**config.mk**
```make
export PLATFORM = sky130hd
export DESIGN_NAME = imem_loader
export DESIGN_NICKNAME = d
export VERILOG_FILES = /design/src/rtl/imem_loader_pkg.sv /design/src/rtl/imem_loader_byte_packer.sv /design/src/rtl/imem_loader.sv
export SDC_FILE = /design/constraint.sdc
export NUM_CORES = 1
export LEC_CHECK = 0
export BUFFER_PORTS_ARGS = -buffer_cell sky130_fd_sc_hd__buf_2
export CAP_MARGIN = 20
export CORE_MARGIN = 8
export CORE_UTILIZATION = 50
export CTS_CLUSTER_SIZE = 30
export DETAILED_ROUTE_END_ITERATION = 16
export PLACE_DENSITY = 0.77
export SLEW_MARGIN = 20
export SYNTH_ARGS = -nofsm -noshare
export SYNTH_HDL_FRONTEND = slang
export SYNTH_SLANG_ARGS = --single-unit
```
**constraint.sdc**
```tcl
create_clock -name clk -period 2.4 [get_ports clk]
set_clock_uncertainty 0.05 [all_clocks]
set_input_delay 0.36 -clock clk [delete_from_list [all_inputs] [get_ports clk]]
set_output_delay 0.36 -clock clk [all_outputs]
set_load 0.05 [all_outputs]
```
**src/rtl/imem_loader_pkg.sv**
```systemverilog
// Shared definitions for the instruction-memory loader: FSM state encoding,
// word packing constants and the default text-segment base address.
package imem_loader_pkg;

  // Loader sequencing; the numeric order is what dbg_state reports.
  typedef enum logic [1:0] {
    ST_IDLE  = 2'd0,
    ST_LOAD  = 2'd1,
    ST_DRAIN = 2'd2,
    ST_DONE  = 2'd3
  } state_e;

  // Bytes assembled into one little-endian instruction word.
  localparam int BYTES_PER_WORD = 4;
  localparam int BYTE_CNT_W     = $clog2(BYTES_PER_WORD);

  // Byte address of imem word 0 as seen by the CPU.
  localparam logic [31:0] TEXT_BASE_DEFAULT = 32'h0040_0000;

endpackage

```
**src/rtl/imem_loader_byte_packer.sv**
```systemverilog
// Assembles accepted bytes into little-endian 32-bit words. Three bytes are
// held in a shift register; the fourth byte completes the word combinationally
// so the word can be written on the same edge that accepts its last byte.
module imem_loader_byte_packer
  import imem_loader_pkg::*;
(
  input  logic        clk,
  input  logic        rst_n,
  input  logic        clear_i,
  input  logic        byte_en_i,
  input  logic [7:0]  byte_i,
  output logic        word_valid_o,
  output logic [31:0] word_o
);

  logic [BYTE_CNT_W-1:0] cnt_q;
  logic [23:0]           hold_q;

  // Earlier bytes sit in the low lanes, so the arriving byte is the MSB lane.
  assign word_valid_o = byte_en_i && (cnt_q == BYTE_CNT_W'(BYTES_PER_WORD - 1));
  assign word_o       = {byte_i, hold_q};

  // Byte position counter and holding register; clear discards a partial word.
  always_ff @(posedge clk or negedge rst_n) begin
    if (!rst_n) begin
      cnt_q  <= '0;
      hold_q <= '0;
    end else if (clear_i) begin
      cnt_q  <= '0;
      hold_q <= '0;
    end else if (byte_en_i) begin
      cnt_q  <= cnt_q + BYTE_CNT_W'(1);
      hold_q <= {byte_i, hold_q[23:8]};
    end
  end

endmodule

```
**src/rtl/imem_loader.sv**
```systemverilog
// Writer side of the instruction memory: takes a byte stream, packs it into
// 32-bit words, writes them through the imem write port and then releases the
// CPU from reset. All outputs come straight from registers.
//
// Byte handshake: a byte transfers on a rising edge where byte_valid and
// byte_ready are both high. byte_ready is registered and only high in LOAD;
// byte_valid may be held or dropped freely, and nothing transfers otherwise.
module imem_loader
  import imem_loader_pkg::*;
#(
  parameter int unsigned ADDR_W    = 10,
  parameter int unsigned MAX_WORDS = 2 ** ADDR_W,
  parameter logic [31:0] TEXT_BASE = TEXT_BASE_DEFAULT
) (
  input  logic              clk,
  input  logic              rst_n,
  input  logic              start,
  input  logic              abort,
  input  logic [ADDR_W:0]   word_count,
  input  logic              byte_valid,
  input  logic [7:0]        byte_data,
  output logic              byte_ready,
  output logic              imem_we,
  output logic [ADDR_W-1:0] imem_a,
  output logic [31:0]       imem_d,
  output logic              cpu_rst,
  output logic              cpu_en,
  output logic              busy,
  output logic              done,
  output logic              err,
  output logic [ADDR_W:0]   words_loaded,
  output logic [31:0]       load_base,
  output logic [1:0]        dbg_state
);

  localparam logic [ADDR_W:0] MAX_CNT = (ADDR_W + 1)'(MAX_WORDS);

  state_e            state_q, state_d;
  logic              byte_ready_q, byte_ready_d;
  logic              imem_we_q, imem_we_d;
  logic [ADDR_W-1:0] imem_a_q, imem_a_d;
  logic [31:0]       imem_d_q, imem_d_d;
  logic              cpu_rst_q, cpu_rst_d;
  logic              cpu_en_q, cpu_en_d;
  logic              busy_q, busy_d;
  logic              done_q, done_d;
  logic              err_q, err_d;
  logic [ADDR_W:0]   words_q, words_d;
  logic [ADDR_W-1:0] idx_q, idx_d;
  logic [ADDR_W:0]   count_q, count_d;

  logic        start_ok;
  logic        accept;
  logic        pack_clear;
  logic        word_valid;
  logic [31:0] word;
  logic        last_word;

  // A start is only honoured for a non-empty program that fits in imem.
  assign start_ok = start && (word_count != '0) && (word_count <= MAX_CNT);

  // Abort wins over a byte arriving in the same cycle, so that byte never counts.
  assign accept = (state_q == ST_LOAD) && byte_valid && byte_ready_q && !abort;

  // Packer restarts on every honoured start and drops its partial word on abort.
  assign pack_clear = (((state_q == ST_IDLE) || (state_q == ST_DONE)) && start_ok) ||
                      (((state_q == ST_LOAD) || (state_q == ST_DRAIN)) && abort);

  // The word being completed is the last one when idx reaches word_count-1.
  assign last_word = (({1'b0, idx_q} + (ADDR_W + 1)'(1)) == count_q);

  imem_loader_byte_packer u_packer (
    .clk          (clk),
    .rst_n        (rst_n),
    .clear_i      (pack_clear),
    .byte_en_i    (accept),
    .byte_i       (byte_data),
    .word_valid_o (word_valid),
    .word_o       (word)
  );

  // Next-state and next-output logic for the load sequence.
  always_comb begin
    state_d      = state_q;
    byte_ready_d = byte_ready_q;
    imem_we_d    = 1'b0;
    imem_a_d     = imem_a_q;
    imem_d_d     = imem_d_q;
    cpu_rst_d    = cpu_rst_q;
    cpu_en_d     = cpu_en_q;
    busy_d       = busy_q;
    done_d       = done_q;
    err_d        = err_q;
    words_d      = words_q;
    idx_d        = idx_q;
    count_d      = count_q;

    unique case (state_q)
      ST_IDLE, ST_DONE: begin
        if (start_ok) begin
          state_d      = ST_LOAD;
          byte_ready_d = 1'b1;
          busy_d       = 1'b1;
          done_d       = 1'b0;
          err_d        = 1'b0;
          cpu_rst_d    = 1'b1;
          cpu_en_d     = 1'b0;
          idx_d        = '0;
          words_d      = '0;
          count_d      = word_count;
        end else if (start) begin
          err_d = 1'b1;
        end
      end

      ST_LOAD: begin
        if (abort) begin
          state_d      = ST_IDLE;
          byte_ready_d = 1'b0;
          busy_d       = 1'b0;
          err_d        = 1'b1;
        end else if (word_valid) begin
          imem_we_d = 1'b1;
          imem_d_d  = word;
          imem_a_d  = idx_q;
          idx_d     = idx_q + ADDR_W'(1);
          words_d   = words_q + (ADDR_W + 1)'(1);
          if (last_word) begin
            state_d      = ST_DRAIN;
            byte_ready_d = 1'b0;
          end
        end
      end

      ST_DRAIN: begin
        if (abort) begin
          state_d = ST_IDLE;
          busy_d  = 1'b0;
          err_d   = 1'b1;
        end else begin
          state_d   = ST_DONE;
          cpu_rst_d = 1'b0;
          cpu_en_d  = 1'b1;
          done_d    = 1'b1;
          busy_d    = 1'b0;
        end
      end

      default: begin
        state_d = ST_IDLE;
      end
    endcase
  end

  // State and output registers; reset holds the CPU and idles the write port.
  always_ff @(posedge clk or negedge rst_n) begin
    if (!rst_n) begin
      state_q      <= ST_IDLE;
      byte_ready_q <= 1'b0;
      imem_we_q    <= 1'b0;
      imem_a_q     <= '0;
      imem_d_q     <= '0;
      cpu_rst_q    <= 1'b1;
      cpu_en_q     <= 1'b0;
      busy_q       <= 1'b0;
      done_q       <= 1'b0;
      err_q        <= 1'b0;
      words_q      <= '0;
      idx_q        <= '0;
      count_q      <= '0;
    end else begin
      state_q      <= state_d;
      byte_ready_q <= byte_ready_d;
      imem_we_q    <= imem_we_d;
      imem_a_q     <= imem_a_d;
      imem_d_q     <= imem_d_d;
      cpu_rst_q    <= cpu_rst_d;
      cpu_en_q     <= cpu_en_d;
      busy_q       <= busy_d;
      done_q       <= done_d;
      err_q        <= err_d;
      words_q      <= words_d;
      idx_q        <= idx_d;
      count_q      <= count_d;
    end
  end

  assign byte_ready   = byte_ready_q;
  assign imem_we      = imem_we_q;
  assign imem_a       = imem_a_q;
  assign imem_d       = imem_d_q;
  assign cpu_rst      = cpu_rst_q;
  assign cpu_en       = cpu_en_q;
  assign busy         = busy_q;
  assign done         = done_q;
  assign err          = err_q;
  assign words_loaded = words_q;
  assign load_base    = TEXT_BASE;
  assign dbg_state    = state_q;

endmodule
```
### Yosys cells after proc, flatten, opt, wreduce, memory -nomap -nowiden

Cells that the tools add are included.

| cells by class | value |
|---|---|
| mux-type cells | 37 |
| bitwise operators | 1 |
| order comparisons | 1 |
| equality and inequality tests | 14 |
| reductions and logical operators | 27 |
| add/sub/neg operators | 4 |

Operators with widths:

| cell | count |
|---|---|
| 2-to-1 mux 24 bit | 2 |
| 2-to-1 mux 11 bit | 3 |
| 2-to-1 mux 10 bit | 3 |
| one-hot mux 11 bit (2 select lines) | 1 |
| one-hot mux 10 bit (2 select lines) | 1 |
| 2-to-1 mux 1 bit | 14 |
| 2-to-1 mux 2 bit | 7 |
| adder 10 x 1 -> 11 bit (second input constant) | 1 |
| adder 11 x 1 -> 11 bit (second input constant) | 1 |
| == test 11 bit | 1 |
| <= comparator 11 bit (second input constant) | 1 |
| nonzero test 11 bit | 1 |
| adder 10 x 1 -> 10 bit (second input constant) | 1 |
| AND reduction 3 bit | 3 |
| logical AND 1 bit | 8 |
| != test 2 bit (second input constant) | 4 |
| one-hot mux 1 bit (2 select lines) | 4 |
| AND reduction 4 bit | 2 |
| == test 2 bit (second input constant) | 3 |
| != test 3 bit (second input constant) | 2 |
| one-hot mux 2 bit (3 select lines) | 1 |
| AND reduction 2 bit | 3 |
| nonzero test 2 bit | 3 |
| != test 2 x 1 -> 1 bit (second input constant) | 2 |
| other kinds (9) | 12 |

| word-level totals | value |
|---|---|
| logic and storage cells | 98 |
| input bits | 24 |
| output and inout port bits | 94 |
| register bits | 108 |

### Logic depth before layout (Yosys ltp)

| depth | value |
|---|---|
| depth after elaboration | 8 |
| mapped depth | 10 |
| gate-level depth less buffers | 9 |

### Cells and area by module

Synthesis repeated with hierarchy kept, for this count alone.

| unflattened totals | value |
|---|---|
| cells, all modules | 497 |
| area total of the unflattened synthesis | 5427.7 sq um |

By module, submodules not included:

| module | seq. area each (sq um) | area an instance (sq um) | cells each | instances |
|---|---|---|---|---|
| imem_loader | 2053.2 | 4274.1 | 403 | 1 |
| imem_loader_byte_packer | 650.6 | 1153.6 | 94 | 1 |

### Least setup slack after synthesis

OpenSTA, ideal clock, no wires.

| timing path | value |
|---|---|
| path type | register to register |
| from | register state_q[0], in the netlist dbg_state[0] |
| to | register words_q[10], in the netlist words_loaded[10] |
| required time | 2.282 ns |
| slack | -0.142 ns |
| arrival time | 2.424 ns |
| stages on the path, launching flop included | 9 |
| setup time | 0.068 ns |
| period minus slack after synthesis | 2.542 ns |
| cell sequence | dfrtp_1 -> ha_1 -> and4b_1 -> buf_4 -> nand2_2 -> nor4_1 -> nand3_1 -> or4_1 -> nand2_1 |

| between the ends | value |
|---|---|
| cells in the longest elaborated chain, start to end | 7 |
| elaborated cells between the ends (all ways) | 14 |
| classes of those cells | eq/ne: 5; mux: 1; reduce/logical: 8 |

RTL lines:

| element | RTL line | RTL |
|---|---|---|
| from (decl) | imem_loader.sv:38 | `state_e state_q, state_d;` |
| from (signal assigned) | imem_loader.sv:172 | `state_q <= state_d;` |
| == test 2 x 1 -> 1 bit | imem_loader.sv:63, imem_loader.sv:98 |  |
| logical AND 1 bit (3 in a row) | imem_loader.sv:63 | `assign accept = (state_q == ST_LOAD) && byte_valid && byte_ready_q && !abort;` |
| logical AND 1 bit | imem_loader_byte_packer.sv:20 | `assign word_valid_o = byte_en_i && (cnt_q == BYTE_CNT_W'(BYTES_PER_WORD - 1));` |
| != test 2 x 1 -> 1 bit (no source line) | - |  |
| AND reduction 4 bit (no source line) | - |  |
| to (signal assigned) | imem_loader.sv:182 | `words_q <= words_d;` |
| to (decl) | imem_loader.sv:48 | `logic [ADDR_W:0] words_q, words_d;` |

Parallel ways exist; a longest one is shown, timed or not.
A chain may end at the register's enable or synchronous reset.

### Worst setup path after layout

| timing path | value |
|---|---|
| from | register state_q[1], in the netlist dbg_state[1] |
| to | register words_q[10], in the netlist words_loaded[10] |

The elaborated chain is that of the path after synthesis.

==> results.md <==
- Initial antenna violation count: 0
- Layout fillers: 917
- Post-Syn Area: 5274 sq um
- Area leader, netlist: dfrtp_1
- Maximum VDD drop: 774.2 uV
- Ant diodes: 0
- Post-synth EDFFs: 0
- Crit path DAT: 2.59 ns
- Unrepaired setup endpoints after global routing: yes
- Int Power: 0.003073 W
- Crit-path max FO: 8
- Status: complete, no violations
- H-tree levels: 3
- Synth Warn #: 0
- Vias per std cell: 5.288
- WL/cell: 15.42 um
- R2R cell count: 9
- Synth async-reset ratio: 100.0%
- Die area: 14090 sq um
- Power Density: 826.2 nW/um^2
- Final period util: 97.03%
- Most common flop cell mapped by yosys: dfrtp_1
- Commonest non-fill, non-tap cell in the layout: nand2_1
- Synth Instances: 589
- Design Power: 0.005058 W
- Nets: 714
- Sw Share: 39.25%
- Inserted Clock Buffers: 9
- GRT Total Usage: 18.15%
- CTS Buffer Depth: 2
- Part of the power in registers: 43.5%
- Slowest library cell on the worst path: or4_1
- Hold Path Origin: byte_data[2]
- Cell count after placement: 804
- Post-layout min period: 2.329 ns
- Critical Path RT: 2.66 ns
- Yosys cell types: 56
- Number of DRC markers in iteration 0: 292
- Sequential share of the synthesized area: 51.27%
- Vias in the first global route: 4389
- Beginning of the critical path: dbg_state[1]
- First-pass GRT wire length: 21.46 mm
- Reg-to-reg endpoint: words_loaded[10]
- Max-Cap Viols: 0
- Placer congestion estimate: 0.8248
- Hold worst-path end: imem_d[26]
- Num ports: 118
- FF/Latch Area: 2709 sq um
- Slew headroom: 62.77%
- CP Capture Type: flip-flop
- Worst Setup Start Kind: flip-flop
- Fin. Hold Viols: 0
- Net switching power: 0.001986 W
- Cell Chain, Critical Path: inv_1 -> ha_1 -> and4b_2 -> nand2_2 -> nor4_2 -> buf_4 -> nand3_1 -> or4_1 -> nand2_1
- Clock share of power: 22.3%
- Post-DP HPWL: 9.230 mm
- Fin. max-slew vios: 0
- FF+latch count, synth: 108
- Synth top area share: 50.77%
- Slowest stage delay, CP: 0.53 ns
- Final std cells w/o fill: 826
- Logic pwr share: 34.2%
- Leakage power: 3.131 nW
- Clock Latency Late Sink: 0.38 ns
- GR Overflow Total: 0
- Final setup violation count: 0
- # rows: 37
- Largest net degree at the start of global routing: 44
- Avg Cell Area, Syn: 8.954 sq um
- Post-route ant nets: 0
- Multi-input logic area: 2261 sq um
- Worst reg2reg setup slack: 0.07 ns
- Core Area: 10280 sq um
- WHS Path Cells: 3
- Drt total wl: 12.74 mm
- Drt drc: 0
- Share of cells above drive strength 1: 24.20%
- IO buf count: 85
- CP Class: reg -> reg
- Die height: 118.7 um
- Initial cell density of the core: 51.31%
- Drt pass-1 iters: 4
- Synth area leaders: dfrtp_1, nand2_1, buf_4, a21oi_1, o21ai_0
- Die width: 118.7 um
- Most frequent cells in the layout: nand2_1, dfrtp_1, buf_2
- CTS Sinks: 108
- Clock transition at the registers of the reported paths: 0.12 ns
- Reg-to-reg startpoint: dbg_state[1]
- P&R area growth vs syn: 16.09%
- CTS tree: built
- Least-Margin Pin Slew: 0.5547 ns
- Vias: 4368
- CTS Root Cell: clkbuf_8
- Achievable clock frequency: 0.4294 GHz
- Worst hold path class: in -> reg
stage by stage:
stage | setup WS (ns) | TNS (ns) | instance area (sq um) | hold slack (ns) | utilization, %
floorplan | -0.01895 | -0.01895 | 5389 | 0.01441 | -
global placement | 0.05393 | 0 | 5841 | 0.3462 | 56.83
detailed placement | -0.007737 | -0.007737 | 5841 | 0.3472 | 56.83
CTS | 0.007433 | 0 | 6063 | 0.1119 | 59.00
global route | -0.02029 | -0.02029 | 6122 | 0.1133 | 59.57
finish | 0.07119 | 0 | 6122 | 0.1262 | 59.57
worst max-delay path, delay by kind of cell (launching register included):
family	cells	cell delay, ns
AND/OR/NAND/NOR	6	1.37
flip-flops	1	0.44
buffers and inverters	2	0.25
adder cells (fa/ha/maj)	1	0.17
routing by layer:
layer	vias to the layer above	wire length (um)	global-route usage, %
li1	2099	-	-
met1	2133	5670	22.74
met2	123	6163	30.52
met3	13	769	4.855
met4	0	136	4.506
met5	-	0	0
sequential cells by signal, indices dropped and copies added, names as in the netlist, 2 cells and up:
| register | flops |
|---|---|
| count_q | 11 |
| imem_d | 32 |
| words_loaded | 11 |
| dbg_state | 2 |
| imem_a | 10 |
| u_packer.hold_q | 24 |
| u_packer.cnt_q | 2 |
| idx_q | 10 |
power groups by stage:
| stage | logic [W] | registers, W | clock network [W] |
|---|---|---|---|
| 2_1_floorplan | 0.00101 | 0.00237 | 0 |
| 3_3_place_gp | 0.00166 | 0.00223 | 0 |
| 3_5_place_dp | 0.00169 | 0.00223 | 0 |
| 4_1_cts | 0.00171 | 0.00220 | 0.00116 |
| 5_1_grt | 0.00188 | 0.00223 | 0.00124 |
| 6_report | 0.00173 | 0.00220 | 0.00113 |
cell families (layout without fill, tap and decap cells):
kind of cell	count (synthesis)	count (layout)	share of synthesized area, %
buf+inv	78	149	8.399
fa+ha+maj	5	5	1.186
xor+xnor	15	15	2.491
simple gates	270	270	22.42
flops	108	108	51.27
other cells	2	32	0.1424
mux	16	16	3.322
compound gates	95	95	10.77
synth_stat cells, types with 4 or more instances:
| cell type | number |
|---|---|
| o21ai_0 | 31 |
| dfrtp_1 | 107 |
| mux2i_1 | 4 |
| or4_1 | 4 |
| mux2_2 | 12 |
| inv_1 | 16 |
| buf_4 | 37 |
| xnor2_1 | 12 |
| nor4_1 | 4 |
| nand2_1 | 190 |
| ha_1 | 5 |
| clkbuf_1 | 19 |
| and3_1 | 4 |
| nor2_1 | 18 |
| nor3_1 | 9 |
| nand4_1 | 6 |
| nand3_1 | 12 |
| a21oi_1 | 38 |
how the worst max path moves through the flow:
stage | cells past startpoint | end | slack [ns]
finish | 9 | words_loaded[10] | 0.07
global route | 6 | dbg_state[1] | -0.02
CTS | 6 | dbg_state[1] | 0.007
detailed placement | 7 | dbg_state[1] | -0.008
global placement | 7 | dbg_state[1] | 0.05
floorplan | 9 | words_loaded[10] | -0.02
area by class of cell:
cell class                 count  share of cell area (%)
clock buffer                   9                   2.023
inverter                      16                  0.9810
multi-input combinational    433                   36.93
tap                          136                   2.779
timing repair buffer         117                   11.63
sequential                   108                   44.25
clock inverter                 7                   1.410
repair_timing:
action,4_1_cts,5_1_grt
pin swaps,0,4
setup endpoints to repair,3,6
endpoints found under the hold margin,41,0
buffers inserted,0,5
gates resized for setup,3,7
hold buffers,1,0
(Power assumes the default switching activity.)
